==> config.mk <==
export PLATFORM = sky130hd
export DESIGN_NAME = serial_add_ctrl
export DESIGN_NICKNAME = d
export VERILOG_FILES = /design/src/rtl/serial_add_ctrl.sv
export SDC_FILE = /design/constraint.sdc
export NUM_CORES = 1
export LEC_CHECK = 0
export CAP_MARGIN = 20
export CORE_ASPECT_RATIO = 0.6
export CORE_MARGIN = 5
export CORE_UTILIZATION = 42
export DETAILED_ROUTE_END_ITERATION = 10
export PLACE_DENSITY = 0.64
export SLEW_MARGIN = 20
export SYNTH_ARGS = -nofsm -noshare
export SYNTH_HDL_FRONTEND = slang
export SYNTH_SLANG_ARGS = --single-unit
export TNS_END_PERCENT = 30
==> constraint.sdc <==
create_clock -name clk -period 2.1 [get_ports clk]
set_clock_uncertainty 0.2 [all_clocks]
set_input_delay 0.42 -clock clk [delete_from_list [all_inputs] [get_ports clk]]
set_output_delay 0.42 -clock clk [all_outputs]
set_load 0.01 [all_outputs]
==> src/rtl/serial_add_ctrl.sv <==
// Bit-serial add/subtract controller wrapped around a single one-bit adder cell.
//
// state | meaning
// IDLE  | waiting for start; operands are latched on the accepting edge
// RUN   | one bit pair per clock through the cell, LSB first
// FIN   | result registers just updated; done is high for this one cycle

// One-bit combinational full adder shared across all operand bits.
module sc2_block (
  input  logic a_in,
  input  logic b_in,
  input  logic c_in,
  output logic s_out,
  output logic c_out
);
  assign s_out = a_in ^ b_in ^ c_in;
  assign c_out = (a_in & b_in) | (c_in & (a_in ^ b_in));
endmodule

module serial_add_ctrl #(
  parameter int WIDTH = 8
) (
  input  logic             clk,
  input  logic             reset_n,
  input  logic             start,
  input  logic             sub,
  input  logic [WIDTH-1:0] a,
  input  logic [WIDTH-1:0] b,
  output logic             busy,
  output logic             done,
  output logic [WIDTH-1:0] sum,
  output logic             c_out,
  output logic             overflow
);

  // One spare bit so the counter can never wrap before reaching WIDTH-1.
  localparam int CW = $clog2(WIDTH) + 1;

  typedef enum logic [1:0] {IDLE, RUN, FIN} state_t;

  state_t           state;
  state_t           state_nxt;
  logic [WIDTH-1:0] sa;
  logic [WIDTH-1:0] sb;
  logic [WIDTH-1:0] acc;
  logic [WIDTH-1:0] acc_nxt;
  logic [CW-1:0]    cnt;
  logic             carry;
  logic             cell_s;
  logic             cell_c;
  logic             last_bit;

  sc2_block u_cell (
    .a_in  (sa[0]),
    .b_in  (sb[0]),
    .c_in  (carry),
    .s_out (cell_s),
    .c_out (cell_c)
  );

  assign last_bit = (cnt == CW'(WIDTH - 1));
  assign busy     = (state != IDLE);
  assign done     = (state == FIN);

  // Sum bits enter at the MSB so that after WIDTH shifts bit 0 lands at acc[0].
  generate
    if (WIDTH == 1) begin : g_acc_one
      assign acc_nxt = cell_s;
    end else begin : g_acc_wide
      assign acc_nxt = {cell_s, acc[WIDTH-1:1]};
    end
  endgenerate

  // State register.
  always_ff @(posedge clk or negedge reset_n) begin
    if (!reset_n) begin
      state <= IDLE;
    end else begin
      state <= state_nxt;
    end
  end

  // Next-state decode; start is only honoured from IDLE.
  always_comb begin
    state_nxt = state;
    case (state)
      IDLE:    if (start) state_nxt = RUN;
      RUN:     if (last_bit) state_nxt = FIN;
      FIN:     state_nxt = IDLE;
      default: state_nxt = IDLE;
    endcase
  end

  // Operand shifters, carry flop, bit counter and result registers.
  always_ff @(posedge clk or negedge reset_n) begin
    if (!reset_n) begin
      sa       <= '0;
      sb       <= '0;
      acc      <= '0;
      cnt      <= '0;
      carry    <= 1'b0;
      sum      <= '0;
      c_out    <= 1'b0;
      overflow <= 1'b0;
    end else begin
      case (state)
        IDLE: begin
          if (start) begin
            sa    <= a;
            sb    <= sub ? ~b : b;
            carry <= sub;
            cnt   <= '0;
          end
        end
        RUN: begin
          sa    <= sa >> 1;
          sb    <= sb >> 1;
          acc   <= acc_nxt;
          carry <= cell_c;
          cnt   <= cnt + CW'(1);
          // On the MSB cycle, carry still holds the carry into the MSB.
          if (last_bit) begin
            sum      <= acc_nxt;
            c_out    <= cell_c;
            overflow <= carry ^ cell_c;
          end
        end
        default: ;
      endcase
    end
  end

endmodule
==> results of run 1 <==
layout by cell type, fill, tap and decap left out, types with 2 or more instances in the layout:
cell type / n
nor2b_1: 10
clkdlybuf4s50_1: 29
dfrtp_1: 39
xor2_1: 2
nand2_1: 29
o211ai_1: 3
clkbuf_8: 5
o21ai_0: 10
a221o_1: 4
and2b_1: 3
nor2_1: 5
a21oi_1: 11
xnor2_1: 7
nand3_1: 2
inv_1: 2
mux2_4: 9
a22o_1: 2
a22oi_1: 11
mux2_2: 2
o32ai_1: 2
buf_4: 13
Yosys cell counts (3+ instances only):
master	number
nor2_1	5
a221o_1	4
mux2_4	9
buf_2	5
nor2b_1	10
o211ai_1	3
xnor2_1	7
clkbuf_1	5
a22oi_1	11
dfrtp_1	40
a21oi_1	11
and2b_1	3
o21ai_0	10
nand2_1	29
metal layers:
metal,wire length (µm),track usage (%),up-vias
met5,0,0,-
met4,38,4.66,0
met3,153,3.69,4
met2,1920,22.3,26
met1,1990,19.7,723
li1,-,-,690
worst max-delay path: cells and delay by family (launching register included):
kind                   cells  cell delay (ns)
buffers and inverters      1             0.55
DFF                        1             0.41
and+or+nand+nor            1             0.14
layout make-up:
| cell class | instances | share of cell area (%) |
|---|---|---|
| clock buffers | 6 | 2.94 |
| clock inverters | 2 | 1.42 |
| inverters | 2 | 0.304 |
| multi-input cells | 121 | 34.1 |
| flip-flops and latches | 40 | 40.6 |
| well taps | 63 | 3.19 |
| repair buffers | 46 | 17.5 |
cells by family after synthesis:
family                     count (synthesis)  synth area share, %
AOI/OAI and AO/OA                         46                 16.0
xor gates and xnor gates                   9                 4.11
adders and majority gates                  2                 1.70
buffers and inverters                     14                 3.85
DFF                                       40                 52.2
muxes                                     11                 8.22
and+or+nand+nor                           53                 14.0
worst max-delay path by stage:
| stage | from | end | slack (ns) | cells past startpoint |
|---|---|---|---|---|
| after global routing | state[0]$_DFFE_PN0P_ | done | 0.06 | 2 |
| after CTS | state[1]$_DFFE_PN0P_ | done | 0.08 | 2 |
| after floorplan | state[1]$_DFFE_PN0P_ | done | 0.42 | 3 |
| final | state[0]$_DFFE_PN0P_ | done | 0.09 | 2 |
| after detailed placement | start | sb[5]$_DFFE_PN0P_ | 0.12 | 4 |
| after global placement | start | sb[5]$_DFFE_PN0P_ | 0.16 | 4 |
timing repair:
item | CTS | global route
gates resized for setup | 2 | 0
endpoints found under the hold margin | 18 | 0
endpoints found under the setup margin | 2 | 0
hold buffers | 1 | 0
setup buffers | 1 | 0
flip-flops by register name, indices dropped and copies added (netlist names):
name and count:
c_out 1, carry 1, sa 8, sum 8
overflow 1, cnt 4, acc 7, state 2
sb 8
through the flow:
stage	total power, µW	hold slack [ns]	util (%)
floorplan	2240	-0.0756	-
global placement	2720	0.190	52.2
detailed placement	2770	0.194	52.2
CTS	3410	0.295	55.0
global route	3640	0.333	55.0
finish	3370	0.287	55.0
report_power, final:
part | leakage, µW | switching (µW) | total [µW] | internal [µW]
clock network | 0.0000552 | 258 | 611 | 353
registers | 0.000517 | 249 | 1350 | 1100
logic | 0.000515 | 674 | 1420 | 744
total | 0.00109 | 1180 | 3370 | 2190
==> results_dict.tcl, run 1 <==
set metrics [dict create \
    clkTransAtPathRegs_ns 0.07 \
    min_period_ns 2.01 \
    arrival_ns 1.39 \
    yosys.area.top_type_share_pct 52.2 \
    route.detailed.drc 0 \
    port_buffers 31 \
    slew_headroom_pct 70.3 \
    core_mm2 0.00449 \
    cts_sinks 40 \
    io_pins 32 \
    grt_max_degree 23 \
    placedCellCount 270 \
    yosysWarnings 0 \
    yosysTopAreaCell "dfrtp_1" \
    r2r_start "state[1]$_DFFE_PN0P_" \
    synth_nets 197 \
    grt_first_pass_wirelength_um 7030 \
    ant_nets 0 \
    antenna_found_initial 0 \
    holdPathEnd "acc[1]$_DFFE_PN0P_" \
    cts_max_level 2 \
    fin_cells 280 \
    critPathSlowestCell "clkdlybuf4s50_1" \
    fin_area_mm2 0.00247 \
    multiInputGateArea_um2 843 \
    first_iter_violations 42 \
    avgRoutedWirePerCell_um 14.6 \
    max_stage_delay_ns 0.55 \
    ys_seq_elements 40 \
    power_density_mw_per_mm2 1370 \
    setup_viol 0 \
    ys_seq_area_share_pct 52.2 \
    avgSynthCellArea_um2 11.0 \
    async_reset_ff_share_pct 100 \
    clock_tree.root_cell "clkbuf_8" \
    cp-end-kind "output pin" \
    fin_nets 238 \
    reg2regPathDepth 5 \
    period_share_pct 95.5 \
    cap_violations 0 \
    yosys_most_used_dff "dfrtp_1" \
    routed_wl_um 4100 \
    place_ws_ns 0.123 \
    fin_ws_ns 0.0945 \
    fp.dieW_um 97.2 \
    grtUsageTotal_pct 14.3 \
    diodes 0 \
    vias 1443 \
    hold_violations 0 \
    seq_area_mm2 0.00100 \
    slew_violations 0 \
    drive_above_1_share_pct 17.1 \
    synth_area_leaders "dfrtp_1 52%, mux2_4 7.0%, nand2_1 5.7%" \
    rsz0062_at_grt "false" \
    clock_path_buffers 2 \
    r2r_end "sum[5]$_DFFE_PN0P_" \
    path_cells "nor2b_1, clkdlybuf4s50_1" \
    clkLatencyLatePin_ns 0.29 \
    status "completed" \
    start_util_pct 42.7 \
    firstDrtPassIters 4 \
    max-vdd-ir-drop_mv 0.638 \
    synth_edf_count 0 \
    fmax_mhz 499 \
    gp_congestion 0.788 \
    ys_types 30 \
    crit_type "register to output pin" \
    netlist_instances 175 \
    worst_setup_path_start_kind "register" \
    leakage_uw 0.00109 \
    hold_path.class "register to register" \
    syn_to_final_growth_pct 28.8 \
    hold_depth 2 \
    min_from "acc[1]$_DFFE_PN0P_" \
    cp_max_fo 3 \
    dpl-instance-area_mm2 0.00235 \
    tritoncts "done" \
    worst_pin_slew_ns 0.446 \
    syn_area_mm2 0.00192 \
    required_ns 1.48 \
    ff2ff_setup_slack_ns 0.26 \
    tns_ns 0 \
    grt_pass1_vias 1490 \
    fillCellCount 389 \
    via_per_inst 5.15 \
    die_h_um 62.3 \
    core.rowCount 19 \
    grt_overflow 0 \
    cts_buffers 5 \
    dieArea_mm2 0.00606 \
    dp_hpwl_um 2960 \
]
No activity file was read; power rests on OpenSTA's default activity.
==> run 2, diff against run 1 <==
DONT_BUFFER_PORTS = 1   (was not set)
PLACE_DENSITY = not set   (was 0.64)
==> run 2 against run 1 <==
Clock power is 8.8% higher; critical endpoint is now busy; routed wire length is 6.2% lower; total power fell by 5.8%; highest routed layer unchanged; sequential power increased by 6%; final cell count down 13%.
==> results_dict.tcl, run 2 (synthesis gave the netlist of run 1 again) <==
set metrics [dict create \
    hold_depth 2 \
    drive_above_1_share_pct 16.7 \
    worst-path-buf-inv 1 \
    dieArea_mm2 0.00606 \
    crit_family "flip-flops" \
    fillCellCount 400 \
    dpl-instance-area_mm2 0.00198 \
    antenna_found_initial 0 \
    fin_nets 201 \
    reg2regPathDepth 4 \
    placedCellCount 233 \
    dp_hpwl_um 2680 \
    critPathSlowestCell "dfrtp_1" \
    first_iter_violations 103 \
    reg_top3 "sa: 8 flops, sb: 8 flops, sum: 8 flops" \
    grt_pass1_vias 1337 \
    post-route-util_pct 47.6 \
    post_cts_buffers 0 \
    holdPathEnd "sa[6]$_DFFE_PN0P_" \
    tritoncts "done" \
    clkLatencyLatePin_ns 0.28 \
    required_ns 1.48 \
    port_buffers 0 \
    worst_pin_slew_ns 0.591 \
    path_cells "buf_4, or2_2" \
    core.rowCount 19 \
    route.detailed.drc 0 \
    leakage_uw 0.000950 \
    status "completed" \
    hold_path.class "input pin to register" \
    avgRoutedWirePerCell_um 15.8 \
    crit_type "register to output pin" \
    cts_max_level 2 \
    start_util_pct 42.7 \
    cap_violations 0 \
    max_stage_delay_ns 0.50 \
    fmax_mhz 512 \
    hold_violations 0 \
    cp_max_fo 10 \
    final_common_cell "dfrtp_1" \
    fp.dieW_um 97.2 \
    cts_buffers 5 \
    vias 1301 \
    ant_nets 0 \
    slew_headroom_pct 60.5 \
    holdWs_ns 0.138 \
    grt_overflow 0 \
    min_from "a[6]" \
    diodes 0 \
    cp-end-kind "output pin" \
    fin_cells 243 \
    r2r_start "state[0]$_DFFE_PN0P_" \
    grt_max_degree 41 \
    arrival_ns 1.33 \
    ff2ff_setup_slack_ns 0.32 \
    via_per_inst 5.35 \
    tns_ns 0 \
    firstDrtPassIters 4 \
    routed_wl_um 3840 \
    period_share_pct 93.1 \
    grt_first_pass_wirelength_um 6710 \
    gp_congestion 0.777 \
    slew_violations 0 \
    fin_area_mm2 0.00214 \
    r2r_end "sum[5]$_DFFE_PN0P_" \
    worst_setup_path_start_kind "register" \
    max-vdd-ir-drop_mv 0.459 \
    core_mm2 0.00449 \
    io_pins 32 \
    syn_to_final_growth_pct 11.5 \
    clock_path_buffers 2 \
    setup_viol 0 \
    rsz0062_at_grt "false" \
    clkTransAtPathRegs_ns 0.07 \
    clock_tree.root_cell "clkbuf_8" \
    grtUsageTotal_pct 13.6 \
    die_h_um 62.3 \
    min_period_ns 1.95 \
    power_density_mw_per_mm2 1490 \
    cts_resized 0 \
    cts_hold_buf 2 \
    cts_sinks 40 \
    final_cell_mix "40 x dfrtp_1, 29 x nand2_1, 11 x a21oi_1, 11 x a22oi_1" \
]
run 2: how the worst max path moves through the flow:
stage,slack [ns],cells past startpoint,end,from
final,0.15,2,busy,state[0]$_DFFE_PN0P_
after global routing,0.08,2,busy,state[0]$_DFFE_PN0P_
after CTS,0.14,2,busy,state[0]$_DFFE_PN0P_
after detailed placement,0.33,4,sum[5]$_DFFE_PN0P_,state[0]$_DFFE_PN0P_
after global placement,0.39,4,sum[5]$_DFFE_PN0P_,state[0]$_DFFE_PN0P_
after floorplan,0.42,3,done,state[1]$_DFFE_PN0P_
run 2: metal layers:
| metal | global-route usage, % | routed length, µm | vias to the layer above |
|---|---|---|---|
| met4 | 4.66 | 51 | 0 |
| met5 | 0 | 0 | - |
| li1 | - | - | 614 |
| met2 | 18.9 | 1640 | 25 |
| met1 | 19.4 | 1900 | 658 |
| met3 | 5.15 | 252 | 4 |
run 2: power by group:
group | switching [µW] | internal (µW)
Clock | 246 | 419
Combinational | 545 | 542
Sequential | 331 | 1100
Total | 1120 | 2060
run 2: layout make-up:
cell class              instances  area, µm²  share of cell area, %
clock buffers                   7       96.3                   4.50
clock inverters                 1       30.0                   1.40
inverters                       2       7.51                  0.351
multi-input cells             121        843                   39.4
flip-flops and latches         40       1000                   46.8
well taps                      63       78.8                   3.68
repair buffers                  9       82.6                   3.86
run 2: metrics by stage:
step,power (µW),setup WS [ns]
3_3_place_gp,2460,0.386
2_1_floorplan,2240,0.418
4_1_cts,3220,0.141
5_1_grt,3420,0.0781
6_report,3180,0.145
3_5_place_dp,2520,0.328
run 2: worst reg2reg max path, delay by kind of cell (launching register included):
family,cells,cell delay [ns]
flip-flops,1,0.54
multiplexers,1,0.36
AND/OR/NAND/NOR,2,0.32
buffers and inverters,1,0.24
==> run 3, diff against run 2 <==
SETUP_SLACK_MARGIN = 0.15   (was not set)
SLEW_MARGIN = 10   (was 20)
==> run 3 against run 2 <==
Global-route usage unchanged; total power up 1.1%; flip-flop and latch count stayed put; first-iteration DRC count shrank 0.97%; combinational power grew 4%; sequential power is essentially flat; highest routed layer unchanged.
==> results_dict.tcl, run 3 (synthesis gave the netlist of run 1 again) <==
set metrics [dict create \
    first_iter_violations 102 \
    diodes 0 \
    firstDrtPassIters 4 \
    syn_to_final_growth_pct 12.4 \
    cap_violations 0 \
    final_cell_mix "39 x dfrtp_1, 29 x nand2_1, 11 x a21oi_1, 11 x a22oi_1" \
    crit_family "flip-flops" \
    dieArea_mm2 0.00606 \
    placedCellCount 233 \
    clock_path_buffers 2 \
    grtUsageTotal_pct 13.6 \
    cts_sinks 40 \
    critPathSlowestCell "dfrtp_2" \
    period_share_pct 88.8 \
    core_mm2 0.00449 \
    final_common_cell "dfrtp_1" \
    clkLatencyLatePin_ns 0.28 \
    antenna_found_initial 0 \
    fp.dieW_um 97.2 \
    dp_hpwl_um 2680 \
    vias 1303 \
    top_usage_layer "met1" \
    die_h_um 62.3 \
    gp_congestion 0.777 \
    leakage_uw 0.000958 \
    tns_ns 0 \
    route.detailed.drc 0 \
    core.rowCount 19 \
    arrival_ns 1.25 \
    multiInputGateArea_um2 843 \
    grt_max_degree 41 \
    max_stage_delay_ns 0.45 \
    cts_buffers 5 \
    clkTransAtPathRegs_ns 0.07 \
    worst_setup_path_start_kind "register" \
    hold_violations 0 \
    fin_cells 245 \
    grt_util_met3_pct 5.15 \
    clock_tree.root_cell "clkbuf_8" \
    worst-path-buf-inv 1 \
    rsz0062_at_grt "false" \
    required_ns 1.48 \
    setup_viol 0 \
    min_period_ns 1.87 \
    gr-usage-met2_pct 18.9 \
    drive_above_1_share_pct 18.1 \
    fillCellCount 398 \
    slew_headroom_pct 61.4 \
    power_density_mw_per_mm2 1490 \
    io_pins 32 \
    path_cells "buf_4, or2_2" \
    seq_area_mm2 0.00100 \
    routed_wl_um 3850 \
    grt_pass1_vias 1337 \
    start_util_pct 42.7 \
    port_buffers 0 \
    cp-end-kind "output pin" \
    slew_violations 0 \
    crit_type "register to output pin" \
    reg_top3 "sa: 8 flops, sb: 8 flops, sum: 8 flops" \
    grt_first_pass_wirelength_um 6710 \
    fin_total_pwr_uw 3210 \
    max-vdd-ir-drop_mv 0.461 \
    grt_overflow 0 \
    cp_max_fo 8 \
    fmax_mhz 536 \
    status "completed" \
    met1_usage_pct 19.4 \
    cts_max_level 2 \
    ant_nets 0 \
    fin_nets 203 \
    via_per_inst 5.32 \
    hold_path.class "input pin to register" \
    avgRoutedWirePerCell_um 15.7 \
    tritoncts "done" \
    worst_pin_slew_ns 0.578 \
]
## run 3: routing by layer
layer	part of all wire [%]	wire length [µm]	vias to the layer above
met1	50	1920	655
met5	0	0	-
met4	1.3	51	0
met3	6.4	245	5
li1	-	-	619
met2	42	1640	24
## run 3: worst paths after layout
check | startpoint | end | slack, ns | cells after the start
setup / recovery | state[0]$_DFFE_PN0P_ | busy | 0.23 | 2
hold / removal | sub | carry$_DFFE_PN0P_ | 0.14 | 2
setup reg to reg | state[0]$_DFFE_PN0P_ | sum[5]$_DFFE_PN0P_ | 0.37 | 5
hold reg to reg | acc[1]$_DFFE_PN0P_ | acc[1]$_DFFE_PN0P_ | 0.30 | 2
max in group asynchronous | reset_n | state[0]$_DFFE_PN0P_ | 1.11 | 2
min in group asynchronous | reset_n | sb[1]$_DFFE_PN0P_ | 0.39 | 2
## run 3: cell type report
type	instances	area share [%]
multi-input combinational	121	39.1
tap	63	3.66
sequential	40	46.5
clock buffer	7	4.47
clock inverter	1	1.39
inverter	2	0.348
timing repair buffer	11	4.53
## run 3: what timing repair did
action,4_1_cts,5_1_grt
hold endpoints to repair,40,0
endpoints found under the setup margin,1,1
buffers inserted,0,2
hold buffers,2,0
gates resized for setup,1,0
## run 3: worst register-to-register path, delay by kind of cell (launching register included)
family / cells / cell delay (ns)
buffers and inverters: 2 / 0.38
DFF: 1 / 0.42
muxes: 1 / 0.36
and+or+nand+nor: 2 / 0.26
## run 3: where the power goes
| group | internal, µW | switching (µW) |
|---|---|---|
| registers | 1100 | 319 |
| clock network | 419 | 246 |
| logic | 567 | 565 |
| total | 2080 | 1130 |
## run 3: through the flow
stage	hold slack, ns	utilization, %	cell area (µm²)	setup slack (ns)
6_report	0.137	48.0	2160	0.235
5_1_grt	0.139	48.0	2160	0.197
4_1_cts	0.131	47.6	2140	0.183
3_5_place_dp	-0.0742	44.1	1980	0.328
3_3_place_gp	-0.0742	44.1	1980	0.386
2_1_floorplan	-0.0756	-	1920	0.418
